[src/rtl/pc_seq_pkg.sv]
// pc_seq_pkg: op codes, fault codes and sizing helper shared by the PC sequencer.
package pc_seq_pkg;
  typedef enum logic [2:0] {
    OP_HOLD, OP_INC, OP_DEC, OP_JMP, OP_BR, OP_CALL, OP_RET, OP_FLUSH
  } pc_op_e;
  typedef enum logic [1:0] {FC_NONE, FC_OVF, FC_UNF} fault_code_e;
  function automatic int lvl_w(input int depth);
    return $clog2(depth + 1);
  endfunction
endpackage

[src/rtl/pc_sequencer_ret_stack.sv]
// ret_stack: LIFO of return addresses; only the level is reset, entries persist across pop/flush.
module ret_stack
  import pc_seq_pkg::*;
#(
  parameter int WIDTH       = 16,
  parameter int STACK_DEPTH = 8
) (
  input  logic                             clk,
  input  logic                             reset_n,
  input  logic                             push,
  input  logic                             pop,
  input  logic                             flush,
  input  logic [WIDTH-1:0]                 din,
  output logic [WIDTH-1:0]                 top,
  output logic [lvl_w(STACK_DEPTH)-1:0]    level,
  output logic                             full,
  output logic                             empty
);
  localparam int LW = lvl_w(STACK_DEPTH);
  localparam int AW = $clog2(STACK_DEPTH);
  logic [WIDTH-1:0] mem [STACK_DEPTH];
  logic [AW-1:0] wi, ti;
  assign full  = level == LW'(STACK_DEPTH);
  assign empty = level == '0;
  assign wi    = AW'(level);
  assign ti    = AW'(level - LW'(1));
  assign top   = mem[ti];
  always_ff @(posedge clk or negedge reset_n)
    if (!reset_n) level <= '0;
    else if (flush) level <= '0;
    else if (push && !full) level <= level + LW'(1);
    else if (pop && !empty) level <= level - LW'(1);
  always_ff @(posedge clk)
    if (push && !full) mem[wi] <= din;
endmodule

[src/rtl/pc_sequencer.sv]
// pc_sequencer: program counter with inc/dec/jump/branch, call/return stack and sticky stack fault.
module pc_sequencer
  import pc_seq_pkg::*;
#(
  parameter int               WIDTH        = 16,
  parameter int               STACK_DEPTH  = 8,
  parameter logic [WIDTH-1:0] RESET_VECTOR = '0
) (
  input  logic                          clk,
  input  logic                          reset_n,
  input  logic                          enable,
  input  logic [2:0]                    op,
  input  logic [WIDTH-1:0]              operand,
  input  logic                          cond,
  input  logic                          fault_clr,
  output logic [WIDTH-1:0]              pc_out,
  output logic [lvl_w(STACK_DEPTH)-1:0] stack_level,
  output logic                          stack_full,
  output logic                          stack_empty,
  output logic                          fault,
  output logic [1:0]                    fault_code
);
  pc_op_e           cur;
  fault_code_e      code_q;
  logic             go, is_call, is_ret, ovf, unf;
  logic [WIDTH-1:0] inc, pc_next, top;
  assign cur        = pc_op_e'(op);
  assign go         = enable && !fault_clr && !fault;
  assign is_call    = go && cur == OP_CALL;
  assign is_ret     = go && cur == OP_RET;
  assign ovf        = is_call && stack_full;
  assign unf        = is_ret && stack_empty;
  assign inc        = pc_out + WIDTH'(1);
  assign fault_code = code_q;
  ret_stack #(.WIDTH(WIDTH), .STACK_DEPTH(STACK_DEPTH)) u_stack (
    .clk(clk),
    .reset_n(reset_n),
    .push(is_call && !stack_full),
    .pop(is_ret && !stack_empty),
    .flush(go && cur == OP_FLUSH),
    .din(inc),
    .top(top),
    .level(stack_level),
    .full(stack_full),
    .empty(stack_empty)
  );
  // Rejected CALL/RET keep the current PC; the fault register records why.
  always_comb begin
    pc_next = pc_out;
    case (cur)
      OP_INC:   pc_next = inc;
      OP_DEC:   pc_next = pc_out - WIDTH'(1);
      OP_JMP:   pc_next = operand;
      OP_BR:    pc_next = cond ? pc_out + operand : inc;
      OP_CALL:  pc_next = stack_full ? pc_out : operand;
      OP_RET:   pc_next = stack_empty ? pc_out : top;
      OP_FLUSH: pc_next = inc;
      default:  pc_next = pc_out;
    endcase
  end
  always_ff @(posedge clk or negedge reset_n)
    if (!reset_n) begin
      pc_out <= RESET_VECTOR;
      fault  <= 1'b0;
      code_q <= FC_NONE;
    end else if (fault_clr) begin
      fault  <= 1'b0;
      code_q <= FC_NONE;
    end else if (go) begin
      pc_out <= pc_next;
      if (ovf || unf) begin
        fault  <= 1'b1;
        code_q <= ovf ? FC_OVF : FC_UNF;
      end
    end
endmodule

[config.mk]
export PLATFORM = sky130hd
export DESIGN_NAME = pc_sequencer
export DESIGN_NICKNAME = d
export VERILOG_FILES = /design/src/rtl/pc_seq_pkg.sv /design/src/rtl/pc_sequencer_ret_stack.sv /design/src/rtl/pc_sequencer.sv
export SDC_FILE = /design/constraint.sdc
export NUM_CORES = 1
export LEC_CHECK = 0
export ABC_AREA = 1
export ABC_CLOCK_PERIOD_IN_PS = 2800
export BUFFER_PORTS_ARGS = -buffer_cell sky130_fd_sc_hd__buf_2
export CELL_PAD_IN_SITES_DETAIL_PLACEMENT = 1
export CELL_PAD_IN_SITES_GLOBAL_PLACEMENT = 1
export CORE_ASPECT_RATIO = 1.4
export CORE_MARGIN = 10
export CORE_UTILIZATION = 43
export CTS_CLUSTER_SIZE = 8
export DETAILED_ROUTE_END_ITERATION = 12
export GPL_TIMING_DRIVEN = 0
export HOLD_SLACK_MARGIN = 0.06
export PLACE_DENSITY_LB_ADDON = 0.15
export RECOVER_POWER = 100
export SYNTH_ARGS = -nofsm -noshare
export SYNTH_HDL_FRONTEND = slang
export SYNTH_SLANG_ARGS = --single-unit
[constraint.sdc]
create_clock -name clk -period 2.8 [get_ports clk]
set_input_delay 0.42 -clock clk [delete_from_list [all_inputs] [get_ports clk]]
set_output_delay 0.42 -clock clk [all_outputs]
set_load 0.01 [all_outputs]
# Word-level counts from Yosys, hierarchy flattened
# Memories as Yosys holds them, arrays and structs flattened.
# Index checks and enable logic that the tools add are counted.
[classes]
n_addsub = 5
n_eq_ne = 10
mux = 16
bitwise = 1
n_reduce_logical = 24
[op_table]
columns = ["operator", "n"]
rows = [
  ["16-bit case mux with 6 select lines", 1],
  ["16-bit 2-to-1 mux", 3],
  ["16-bit by 1-bit adder with 16-bit output (second input constant)", 1],
  ["16-bit adder", 1],
  ["16-bit by 1-bit subtractor with 16-bit output (second input constant)", 1],
  ["3-bit equality test (second input constant)", 4],
  ["4-bit 2-to-1 mux", 3],
  ["1-bit logical AND", 11],
  ["2-bit 2-to-1 mux", 4],
  ["3-bit by 2-bit equality test with 1-bit output (second input constant)", 2],
  ["6-bit nonzero test", 1],
  ["1-bit 2-to-1 mux", 5],
  ["5-bit AND reduction", 1],
  ["4-bit by 1-bit adder with 4-bit output (second input constant)", 1],
  ["4-bit equality test (second input constant)", 1],
  ["1-bit zero test", 4],
  ["4-bit zero test", 1],
  ["2-bit inequality test (second input constant)", 2],
  ["2-bit nonzero test", 2],
  ["4-bit by 1-bit subtractor with 4-bit output (second input constant)", 1],
  ["3-bit by 1-bit equality test with 1-bit output (second input constant)", 1],
  ["3-bit nonzero test", 1],
  ["2-bit AND reduction", 1],
  ["2-bit OR reduction", 1],
  ["2 further kinds", 2],
]
[word_totals]
reg_bits = 23
ramBits = 128
in_bits = 24
out_inout_bits = 25
wordCells = 61
n_memories = 1
[mem_list]
columns = ["name", "words", "word_bits", "read_ports", "rd_ports_with_merged_regs", "write_ports", "line", "text"]
rows = [
  ["u_stack.mem", 8, 16, 1, 0, 1, "pc_sequencer_ret_stack.sv:21", "logic [WIDTH-1:0] mem [STACK_DEPTH];"],
]

# Logic depth before layout (Yosys ltp)
# Gate-level depths: netlist of the first run.
[logic_depth]
ltp_word = 9
mapped_depth = 15
ltp_nobuf = 14

# By module
# A second synthesis of the first run with hierarchy kept.
[unflattened]
cells_unflattened = 1037
hier_area_um2 = 8615.8
[modules_own_cells]
columns = ["module", "instances", "cells_per_inst", "area_each_um2", "seq_area_each_um2"]
rows = [
  ["ret_stack", 1, 422, 5336.4, 3943.8],
  ["pc_sequencer", 1, 615, 3279.4, 475.5],
]

# Least setup slack after synthesis of the first run
# OpenSTA, ideal clock, no wires.
[synth_timing]
kind = "register to register"
startpoint = "reg u_stack.level[0]"
endpoint = "mem u_stack.mem[2][0] (enable)"
setup_time_ps = 409
t_arrival_ps = 2737
required_ps = 2391
slack_ps = -346
path_stages_with_launch = 10
path_buffers = 2
synth_period_minus_slack_ps = 3146
cell_sequence = "dfrtp_1 -> clkinv_1 -> buf_2 -> buf_2 -> ha_1 -> nand2_2 -> nor2_4 -> nor2_4 -> nand2_1 -> nor3_1"
[synth_via]
elab_chain_cells = 6
[synth_lines]
columns = ["item", "line", "text"]
rows = [
  ["start, declared", "pc_sequencer_ret_stack.sv:15", "output logic [lvl_w(STACK_DEPTH)-1:0] level,"],
  ["start signal, assigned", "pc_sequencer_ret_stack.sv:31", "else if (push && !full) level <= level + LW'(1);"],
  ["start signal, assigned", "pc_sequencer_ret_stack.sv:32", "else if (pop && !empty) level <= level - LW'(1);"],
  ["4-bit equality test (*)", "pc_sequencer_ret_stack.sv:23", "assign full = level == LW'(STACK_DEPTH);"],
  ["net stack_full", "pc_sequencer.sv:18", "output logic stack_full,"],
  ["1-bit zero test (*)", "pc_sequencer_ret_stack.sv:34, pc_sequencer.sv:38", ""],
  ["1-bit logical AND", "pc_sequencer.sv:38", ".push(is_call && !stack_full),"],
  ["1-bit logical AND (*)", "pc_sequencer_ret_stack.sv:34", "if (push && !full) mem[wi] <= din;"],
  ["1-bit 2-to-1 mux (*)", "pc_sequencer_ret_stack.sv:34", ""],
  ["1-bit 2-to-1 mux (implied by the code) (*)", "pc_sequencer_ret_stack.sv:34", ""],
  ["end, declared", "pc_sequencer_ret_stack.sv:21", ""],
]
# The timed path passes the listed nets; every way through them passes the cells marked *.

# Worst setup path in the final report of the first run
[layout_timing]
startpoint = "reg u_stack.level[0]"
endpoint = "mem u_stack.mem[4][14] (enable)"
[layout_via]
elab_chain_cells = 6
[layout_lines]
columns = ["item", "line"]
rows = [
  ["4-bit equality test", "pc_sequencer_ret_stack.sv:23"],
  ["1-bit zero test", "pc_sequencer_ret_stack.sv:34, pc_sequencer.sv:38"],
  ["1-bit logical AND", "pc_sequencer.sv:38"],
  ["1-bit logical AND", "pc_sequencer_ret_stack.sv:34"],
  ["1-bit 2-to-1 mux", "pc_sequencer_ret_stack.sv:34"],
  ["1-bit 2-to-1 mux (implied by the code)", "pc_sequencer_ret_stack.sv:34"],
]
# Parallel ways exist; a longest one is shown, timed or not.

==> run summary, run 1 <==
status = complete, but fails checks
failing checks = max-capacitance violations, max-slew violations
uppermost layer routed = met4
WHS Path Cells = 2
CTS tree = yes
Post-Syn Nets = 950
Skew-Pair Late Insertion Delay = 0.44 ns
worst vdd ir = 463 uV
IO Port Bufs = 48
all-layer global routing usage = 22.8%
Leak = 3.79 nW
Relative slew margins = -7.93%
Fin. Hold Viols = 0
fillers = 2220
worst slack at placement = -0.631 ns
# clock sinks = 151
Reg2Reg Setup Slack = 0.15 ns
Final #Nets = 1037
post-placement cell area = 8880 um2
Cell Rows = 59
register area share after synthesis = 54.1%
ranking of synthesized cells by area = edfxtp_1 (47%), nor2_1 (7.3%), dfrtp_1 (7.0%), nand2_1 (6.7%), o21ai_0 (5.8%)
core area = 18600 um2
Seq cells post-synth = 151
Max Clock Skew = 0.0100 ns
WL final = 27.9 mm
Worst-Margin Slew = 1.62 ns
area leader, netlist = edfxtp_1
synth warn = 0
Die Wd = 136 um
class of the worst hold path = in -> reg
cell area after layout = 9530 um2
H-tree depth = 4
Overflow after GRT = 0
setup ws final = 0.145 ns
most common cell in the synthesized netlist = nor2_1
Antenna Cells = 0
Synth cell types = 44
final setup violation count = 0
Mapped Cells = 906
pin count of the biggest net entering global routing = 24
asr flop ratio synth = 15.2%
area growth from synthesis to layout = 16.7%
vias in the first global route = 7464
mapped cell area = 8170 um2
Synth top area share = 47.1%
Ports = 49
Setup CP Type = reg -> reg
fin crit period = 2.65 ns
most frequently used flop master after synthesis = edfxtp_1
most common library cells after synthesis = nor2_1 (158), nand2_1 (146), edfxtp_1 (128)
average routed wire per standard cell = 22.3 um
final worst-path cycle share = 94.8%
maximum clock rate = 377 MHz
clk buf depth = 2
clock slew at reported path FFs = 0.06 ns
Routed met3 length = 1.15 mm
Startpoint Class = register
average size of a mapped cell = 9.02 um2
antenna violations before repair = 0
CP Max Fanout = 15
Antenna Nets Post-Route = 0
WP data arrival = 2.76 ns
final RePlAce weighted congestion = 0.891
Post-Route M1 WL = 11.0 mm
reg-to-reg critical path startpoint = u_stack.level[0]
WHS Endpoint = fault
worst reg2reg path depth = 9
placed wire-length estimate = 20.1 mm
max-cap violations = 1
vias per inst = 5.61
WL met2 = 14.6 mm
DIE AREA = 25000 um2
WP data required = 2.91 ns
first-pass GRT wire length = 43.1 mm
Post-synth EDFFs = 128
hold path startpoint = fault_clr
worst reg2reg endpoint = u_stack.mem[4][14]
CP Capture Type = register
Max Slew Vio Count = 24
Initial DRT Pass Iterations = 5
clk root buf = clkbuf_16
PD cells = 1080 nW/um2
initial DRC count = 493
via count = 7013
height of the chip = 183 um
Starting Density = 43.9%
cts bufs inserted = 17
unrepaired setup endpoints after global routing = no
DRC violations left = 0
layout cells sized above 1 = 13.0%
## per-stage QoR
stage          hold slack [ns]  setup TNS [ns]  cells  util [%]  power (W)
2_1_floorplan            0.124          -27.49    906         -    0.00610
3_3_place_gp             0.494         -205.18   1198      46.8    0.00766
3_5_place_dp             0.488          -37.82   1208      47.7    0.00780
4_1_cts                  0.187               0   1249      51.9     0.0103
5_1_grt                  0.220               0   1250      51.2     0.0110
6_report                 0.202               0   1250      51.2     0.0103
## critical path: stages, from the launching register on
cell,delay [ns]
dfrtp_1,0.52
inv_4,0.15
buf_4,0.22
ha_2,0.24
nand2_1,0.16
nor2_4,0.06
nor2_4,0.19
nand2_2,0.15
nor3_2,0.27
clkbuf_2,0.35
## layout make-up
type | instances | area (um2) | area share, %
Timing Repair Buffer | 69 | 378 | 3.96
Clock inverter | 15 | 184 | 1.93
Sequential cell | 151 | 4420 | 46.4
Clock buffer | 17 | 425 | 4.46
Tap cell | 244 | 305 | 3.20
Multi-Input combinational cell | 630 | 3270 | 34.3
Buffer | 34 | 203 | 2.13
Inverter | 90 | 347 | 3.64
## repair_timing
item	4_1_cts	5_1_grt
setup buffers	8	2
resized for setup	19	10
endpoints found under the hold margin	23	0
setup endpoints to repair	141	86
pin swaps	6	2
hold buffers	1	0
## worst max path at each step
stage / start / to / slack (ns) / depth (start not counted)
floorplan: u_stack.level[0] / u_stack.mem[2][0] / -0.35 / 9
global placement: u_stack.level[0] / u_stack.mem[2][0] / -2.02 / 9
detailed placement: u_stack.level[0] / pc_out[3] / -0.63 / 12
CTS: u_stack.level[0] / pc_out[3] / 0.01 / 12
global route: u_stack.level[0] / pc_out[6] / 0.008 / 11
finish: u_stack.level[0] / u_stack.mem[4][14] / 0.15 / 9
## cell usage in the layout, fill, tap and decap left out, types with 4 or more instances in the layout
master,instances
o211ai_1,27
nor2_4,6
buf_4,10
clkbuf_4,5
clkbuf_1,35
inv_6,5
clkbuf_16,17
nor3_1,6
dfrtp_1,23
ha_1,18
a21oi_1,38
xor2_1,18
buf_6,7
o21ai_0,95
o21ai_1,8
nand2_1,147
o22ai_1,10
clkbuf_2,8
inv_2,4
nand4_1,6
edfxtp_1,128
nand3_1,55
nor2_1,157
nand3b_1,7
buf_2,36
inv_1,82
## flip-flops by register name (all words and copies together) (netlist names)
register	count
fault_code	2
fault	1
u_stack.mem	128
pc_out	16
u_stack.level	4
## per-layer routing
layer  vias up  global-route usage, %
li1       3280                      -
met1      3470                   26.7
met2       201                   40.0
met3        62                   2.98
met4         0                   11.1
met5         -                      0
## cell families (layout without fill, tap and decap cells)
family / Yosys count / in the layout / synth area share, %
AND/OR/NAND/NOR: 400 / 400 / 21.1
adder cells (fa/ha/maj): 20 / 20 / 3.16
flip-flops: 151 / 151 / 54.1
AO/OA/AOI/OAI: 191 / 191 / 13.2
buffers and inverters: 125 / 225 / 6.36
XOR/XNOR: 19 / 19 / 2.13
## power by group
group          internal (W)  leakage [nW]  switching, W  total (W)
Clock               0.00135         0.298       0.00104    0.00239
Sequential          0.00288          1.43      0.000239    0.00312
Combinational       0.00146          2.06       0.00336    0.00481
Note: power is estimated with default switching activity, not from simulation.
==> inputs of run 2 (changes only) <==
--- a/config.mk
+++ b/config.mk
@@ -12,13 +12,14 @@
 export CELL_PAD_IN_SITES_GLOBAL_PLACEMENT = 1
 export CORE_ASPECT_RATIO = 1.4
 export CORE_MARGIN = 10
-export CORE_UTILIZATION = 43
+export CORE_UTILIZATION = 42
 export CTS_CLUSTER_SIZE = 8
 export DETAILED_ROUTE_END_ITERATION = 12
 export GPL_TIMING_DRIVEN = 0
 export HOLD_SLACK_MARGIN = 0.06
-export PLACE_DENSITY_LB_ADDON = 0.15
+export PLACE_DENSITY_LB_ADDON = 0.1
 export RECOVER_POWER = 100
 export SYNTH_ARGS = -nofsm -noshare
 export SYNTH_HDL_FRONTEND = slang
+export SYNTH_HIERARCHICAL = 1
 export SYNTH_SLANG_ARGS = --single-unit
==> run summary, run 2 <==
area leader, netlist = edfxtp_1
area of the multi-input gates = 3500 um2 (+7.0%)
Pwr Total = 0.0106 W (+2.5%)
average routed wire per standard cell = 22.0 um (-1.3%)
clock slew at reported path FFs = 0.07 ns (about the same)
most common cell in the synthesized netlist = nand2_1
Startpoint Class = register
antenna violations before repair = 0 (unchanged)
DRC violations left = 0 (unchanged)
hold path startpoint = fault_clr
final setup violation count = 0 (unchanged)
failing checks = max-capacitance violations, max-slew violations
asr flop ratio synth = 15.2% (unchanged)
unrepaired setup endpoints after global routing = no
Final #Nets = 1162 (+12%)
IO Port Bufs = 48 (unchanged)
core area = 20000 um2 (+7.5%)
Seq. cell area = 4420 um2 (unchanged)
Relative slew margins = -5.76% (+2.2 points)
area growth from synthesis to layout = 15.2%
CTS tree = yes
Post-Layout Cell Count = 1383 (+11%)
cell count after placement = 1342 (+11%)
Crit path top cell by count = nand2_1
pin count of the biggest net entering global routing = 24 (unchanged)
setup ws final = 0.129 ns (-0.0162 ns)
WP data arrival = 3.05 ns (+0.29 ns)
Leak = 4.33 nW (+14%)
WL final = 30.5 mm (+9.2%)
Fin. Hold Viols = 0 (unchanged)
clk root buf = clkbuf_16
Synth cell types = 46 (+4.5%)
Worst-Margin Slew = 1.59 ns (-0.0325 ns)
most common cell after layout, fill and taps aside = nand2_1
Top reg by flops = u_stack/mem
crit path launch = u_stack/level[1]
Post-Syn Nets = 1081 (+14%)
Overflow after GRT = 0 (unchanged)
Setup CP Type = reg -> reg
fin crit period = 2.67 ns (+0.0162 ns)
DIE AREA = 26700 um2 (+6.9%)
worst vdd ir = 501 uV (+8.3%)
# clock sinks = 151 (unchanged)
placed wire-length estimate = 22.3 mm (+11%)
cts bufs inserted = 17 (unchanged)
max reg flops = 128 (unchanged)
Initial DRT Pass Iterations = 6 (+1)
Seq cells post-synth = 151 (unchanged)
Max Slew Vio Count = 24 (unchanged)
via count = 7680 (+9.5%)
clk buf depth = 2 (unchanged)
Crit-path slowest cell = dfrtp_1
initial DRC count = 617 (+25%)
Synth top area share = 44.6% (-2.4 points)
post-placement cell area = 9290 um2 (+4.6%)
WP data required = 3.18 ns (+0.27 ns)
most common library cells after synthesis = nand2_1 (292), edfxtp_1 (128), inv_1 (118)
Worst Hold Margin = 0.184 ns (-0.0175 ns)
Post-synth EDFFs = 128 (unchanged)
Starting Density = 43.1% (-0.83 points)
maximum clock rate = 374 MHz (-0.61%)
Max Clock Skew = 0.00990 ns (-0.000136 ns)
Ports = 49 (unchanged)
average size of a mapped cell = 8.31 um2 (-7.9%)
Antenna Nets Post-Route = 0 (unchanged)
fillers = 2466 (+11%)
final RePlAce weighted congestion = 0.933 (+4.7%)
ranking of synthesized cells by area = edfxtp_1 (45%), nand2_1 (13%), dfrtp_1 (6.7%), inv_1 (5.1%), nor2_1 (5.0%)
vias per inst = 5.55 (-1.0%)
register area share after synthesis = 51.3% (-2.8 points)
PD cells = 1070 nW/um2 (-1.5%)
Die Wd = 141 um (+3.3%)
CP Capture Type = register
synth warn = 6 (+6)
max incr delay on CP = 0.56 ns (+0.04 ns)
most frequently used flop master after synthesis = edfxtp_1
height of the chip = 189 um (+3.5%)
reg-to-reg critical path startpoint = u_stack/level[1]
CP Max Fanout = 10 (-5)
first-pass GRT wire length = 47.3 mm (+9.6%)
CP cell instances = inv_1, ha_2, buf_2, o21ai_0, o22ai_1, nand2_1, nand2_1, nand2_1, nand2_1, a21oi_1, o21ai_1, inv_1, nand2_1, nand2_1, nand2_1
Mapped Cells = 1037 (+14%)
commonest non-fill, non-tap cells in the layout = nand2_1 (292), edfxtp_1 (128), inv_1 (117)
final worst-path cycle share = 95.4% (+0.58 points)
Antenna Cells = 0 (unchanged)
vias in the first global route = 8218 (+10%)
Cell Rows = 61 (+3.4%)
cell area after layout = 9920 um2 (+4.1%)
H-tree depth = 4 (unchanged)
Largest regs = u_stack/mem (128), pc_out (16), u_stack/level (4)
status = complete, but fails checks
Skew-Pair Late Insertion Delay = 0.44 ns (about the same)
layout cells sized above 1 = 11.8% (-1.3 points)
all-layer global routing usage = 23.1% (+0.24 points)
mapped cell area = 8620 um2 (+5.5%)
class of the worst hold path = in -> reg
worst slack at placement = -0.592 ns (+0.0396 ns)
max-cap violations = 1 (unchanged)
run 2: changes by cell type after synthesis, sizes merged, moves of 11 or more:
cell,previous run,this run
a21oi,38,23
inv,88,125
nand2,150,298
nand4,6,17
nor2,165,121
o211ai,27,4
o22ai,10,32
xor2,18,7
run 2: cell type report:
class	count	area share, %
inverters	125	4.78
well taps	252	3.18
repair buffers	63	3.63
multi-input cells	717	35.3
clock buffers	17	4.29
clock inverters	15	1.59
plain buffers	43	2.74
flip-flops and latches	151	44.5
run 2: worst paths after layout:
path	depth (start not counted)	to	slack [ns]
worst max-delay path	15	pc_out[10]	0.13
worst min-delay path	2	fault	0.18
worst max register to register	15	pc_out[10]	0.13
worst min register to register	2	fault_code[0]	0.52
max in group asynchronous	2	u_stack/level[1]	0.95
min in group asynchronous	2	pc_out[1]	0.92
run 2: metrics by stage:
stage	util [%]	TNS [ns]
finish	49.6	0
global route	49.6	0
CTS	50.0	0
detailed placement	46.5	-35.87
global placement	46.0	-115.67
floorplan	-	-17.50
run 2: timing repair:
item                                   4_1_cts  5_1_grt
pin swaps                                    3        2
setup endpoints to repair                  117       91
cloned                                       0        0
gates resized for setup                     12       12
endpoints found under the hold margin       23        0
buffers inserted                             4        5
hold buffers                                 1        0
run 2: cells by family (layout without fill, tap and decap cells):
logic type | Yosys count | count (layout) | share of synthesized area, %
AND/OR/NAND/NOR | 520 | 520 | 25.2
buffers and inverters | 169 | 263 | 8.39
AO/OA/AOI/OAI | 168 | 168 | 11.0
flip-flops | 151 | 151 | 51.3
adder cells (fa/ha/maj) | 20 | 20 | 2.99
XOR/XNOR | 9 | 9 | 1.13
run 2: worst max-delay path, delay by kind of cell (launching register included):
kind | cells | cell delay [ns]
AO/OA/AOI/OAI | 4 | 0.49
adder cells (fa/ha/maj) | 1 | 0.45
buffers and inverters | 3 | 0.56
flip-flops | 1 | 0.56
AND/OR/NAND/NOR | 7 | 0.55
run 2: metal layers:
| layer | global-route usage [%] | vias up | wire [um] |
|---|---|---|---|
| li1 | - | 3632 | - |
| met1 | 24.5 | 3823 | 11700 |
| met2 | 44.2 | 170 | 16700 |
| met3 | 3.31 | 55 | 1030 |
| met4 | 9.00 | 0 | 955 |
| met5 | 0 | - | 0 |
run 2: power breakdown:
group / internal, W / leakage [nW] / switching, W
Combinational: 0.00151 / 2.59 / 0.00371
Clock: 0.00126 / 0.287 / 0.00105
Sequential: 0.00285 / 1.45 / 0.000209
Total: 0.00562 / 4.33 / 0.00497
==> inputs of run 3 (changes only) <==
--- a/config.mk
+++ b/config.mk
@@ -7,7 +7,7 @@
 export LEC_CHECK = 0
 export ABC_AREA = 1
 export ABC_CLOCK_PERIOD_IN_PS = 2800
-export BUFFER_PORTS_ARGS = -buffer_cell sky130_fd_sc_hd__buf_2
+export BUFFER_PORTS_ARGS = -buffer_cell sky130_fd_sc_hd__clkbuf_2
 export CELL_PAD_IN_SITES_DETAIL_PLACEMENT = 1
 export CELL_PAD_IN_SITES_GLOBAL_PLACEMENT = 1
 export CORE_ASPECT_RATIO = 1.4
==> run summary, run 3 (synthesis gave the netlist of run 2 again) <==
height of the chip = 189 um (unchanged)
Initial DRT Pass Iterations = 5 (-1)
Final #Nets = 1160 (-0.17%)
hold path startpoint = fault_clr
Cell Rows = 61 (unchanged)
Relative slew margins = -5.95% (-0.19 points)
fin crit period = 2.66 ns (-0.00717 ns)
Ports = 49 (unchanged)
# clock sinks = 151 (unchanged)
Antenna Cells = 0 (unchanged)
Crit-path slowest cell = dfrtp_1
Startpoint Class = register
first-pass GRT wire length = 45.8 mm (-3.2%)
Seq. cell area = 4420 um2 (about the same)
worst slack at placement = -0.592 ns (-0.000383 ns)
via count = 7622 (-0.76%)
area growth from synthesis to layout = 14.9%
DRC violations left = 0 (unchanged)
worst vdd ir = 520 uV (+3.6%)
commonest non-fill, non-tap cells in the layout = nand2_1 (293), edfxtp_1 (128), inv_1 (117)
class of the worst hold path = in -> reg
clk buf depth = 2 (unchanged)
area of the multi-input gates = 3510 um2 (+0.39%)
pin count of the biggest net entering global routing = 24 (unchanged)
unrepaired setup endpoints after global routing = no
reg-to-reg critical path startpoint = u_stack/level[0]
Worst-Margin Slew = 1.59 ns (+0.00281 ns)
max reg flops = 128 (unchanged)
Die Wd = 141 um (unchanged)
layout cells sized above 1 = 11.4% (-0.31 points)
clk root buf = clkbuf_16
max-cap violations = 1 (unchanged)
Overflow after GRT = 0 (unchanged)
Fin. Hold Viols = 0 (unchanged)
Leak = 4.30 nW (-0.77%)
maximum clock rate = 375 MHz (+0.27%)
vias in the first global route = 8108 (-1.3%)
CTS tree = yes
status = complete, but fails checks
fillers = 2461 (-0.20%)
PD cells = 1060 nW/um2 (-0.88%)
antenna violations before repair = 0 (unchanged)
H-tree depth = 4 (unchanged)
CP Capture Type = register
Setup CP Type = reg -> reg
max incr delay on CP = 0.39 ns (-0.17 ns)
CP cell instances = buf_4, inv_2, buf_6, ha_4, clkinvlp_4, clkbuf_4, o21ai_0, o22ai_1, nand2_1, nand2_1, a22oi_1, nand3_1, o21ai_1, o21ai_0
final RePlAce weighted congestion = 0.961 (+3.1%)
average routed wire per standard cell = 21.7 um (-1.5%)
WP data arrival = 2.98 ns (-0.07 ns)
placed wire-length estimate = 22.2 mm (-0.73%)
initial DRC count = 486 (-21%)
WP data required = 3.11 ns (-0.07 ns)
core area = 20000 um2 (unchanged)
Pwr Total = 0.0105 W (-1.1%)
most common cell after layout, fill and taps aside = nand2_1
DIE AREA = 26700 um2 (unchanged)
Skew-Pair Late Insertion Delay = 0.43 ns (about the same)
vias per inst = 5.53 (-0.47%)
Starting Density = 43.1% (unchanged)
cts bufs inserted = 17 (unchanged)
CP Max Fanout = 10 (unchanged)
Top reg by flops = u_stack/mem
IO Port Bufs = 48 (unchanged)
setup ws final = 0.136 ns (+0.00717 ns)
failing checks = max-capacitance violations, max-slew violations
WL final = 29.9 mm (-1.8%)
final setup violation count = 0 (unchanged)
Max Clock Skew = 0.0110 ns (+0.00110 ns)
Largest regs = u_stack/mem (128), pc_out (16), u_stack/level (4)
crit path launch = u_stack/level[0]
all-layer global routing usage = 22.6% (-0.45 points)
clock slew at reported path FFs = 0.06 ns (about the same)
final worst-path cycle share = 95.1% (-0.26 points)
setup TNS = 0 ns (unchanged)
Antenna Nets Post-Route = 0 (unchanged)
Max Slew Vio Count = 24 (unchanged)
## run 3: stage by stage
step	cells	util [%]	instance area (um2)	hold slack, ns
after floorplan	1037	-	8630	0.124
after global placement	1337	46.0	9190	0.497
after detailed placement	1342	46.4	9280	0.507
after CTS	1377	49.8	9960	0.168
after global routing	1379	49.5	9900	0.189
final	1379	49.5	9900	0.185
## run 3: worst max-delay path, delay by kind of cell, from the launching register on
| family | cells | cell delay (ns) |
|---|---|---|
| buffers and inverters | 5 | 0.89 |
| AO/OA/AOI/OAI | 5 | 0.75 |
| flip-flops | 1 | 0.39 |
| AND/OR/NAND/NOR | 3 | 0.29 |
| adder cells (fa/ha/maj) | 1 | 0.22 |
## run 3: repair_timing
item	in CTS	in global routing
buffers inserted	4	2
setup endpoints to repair	115	90
pin swaps	3	0
hold endpoints to repair	23	0
hold buffers	1	0
gates resized for setup	11	10
## run 3: layer usage
metal,routed length (um),GRT usage [%],vias up
met3,935,3.71,70
met5,0,0,-
li1,-,-,3620
met1,11400,23.6,3749
met4,1290,11.6,0
met2,16300,42.2,183
## run 3: path summary, 6_finish.rpt
kind	endpoint	slack [ns]	cells after the start
min	fault	0.19	2
max	pc_out[4]	0.14	14
min in group asynchronous	pc_out[4]	0.93	2
max reg2reg	pc_out[4]	0.14	14
max in group asynchronous	u_stack/level[1]	0.82	2
min reg2reg	fault_code[1]	0.51	2
## run 3: area by class of cell
type	count	area share, %
flip-flops and latches	151	44.6
inverters	125	4.80
clock inverters	12	1.34
multi-input cells	717	35.5
repair buffers	60	3.49
well taps	252	3.18
plain buffers	44	2.72
clock buffers	18	4.33
## run 3: report_power, final
| group | total (W) | switching, W | internal (W) | leakage [nW] |
|---|---|---|---|---|
| clock | 0.00221 | 0.000913 | 0.00130 | 0.258 |
| sequential | 0.00306 | 0.000212 | 0.00285 | 1.45 |
| combinational | 0.00520 | 0.00366 | 0.00154 | 2.59 |
| total | 0.0105 | 0.00479 | 0.00569 | 4.30 |
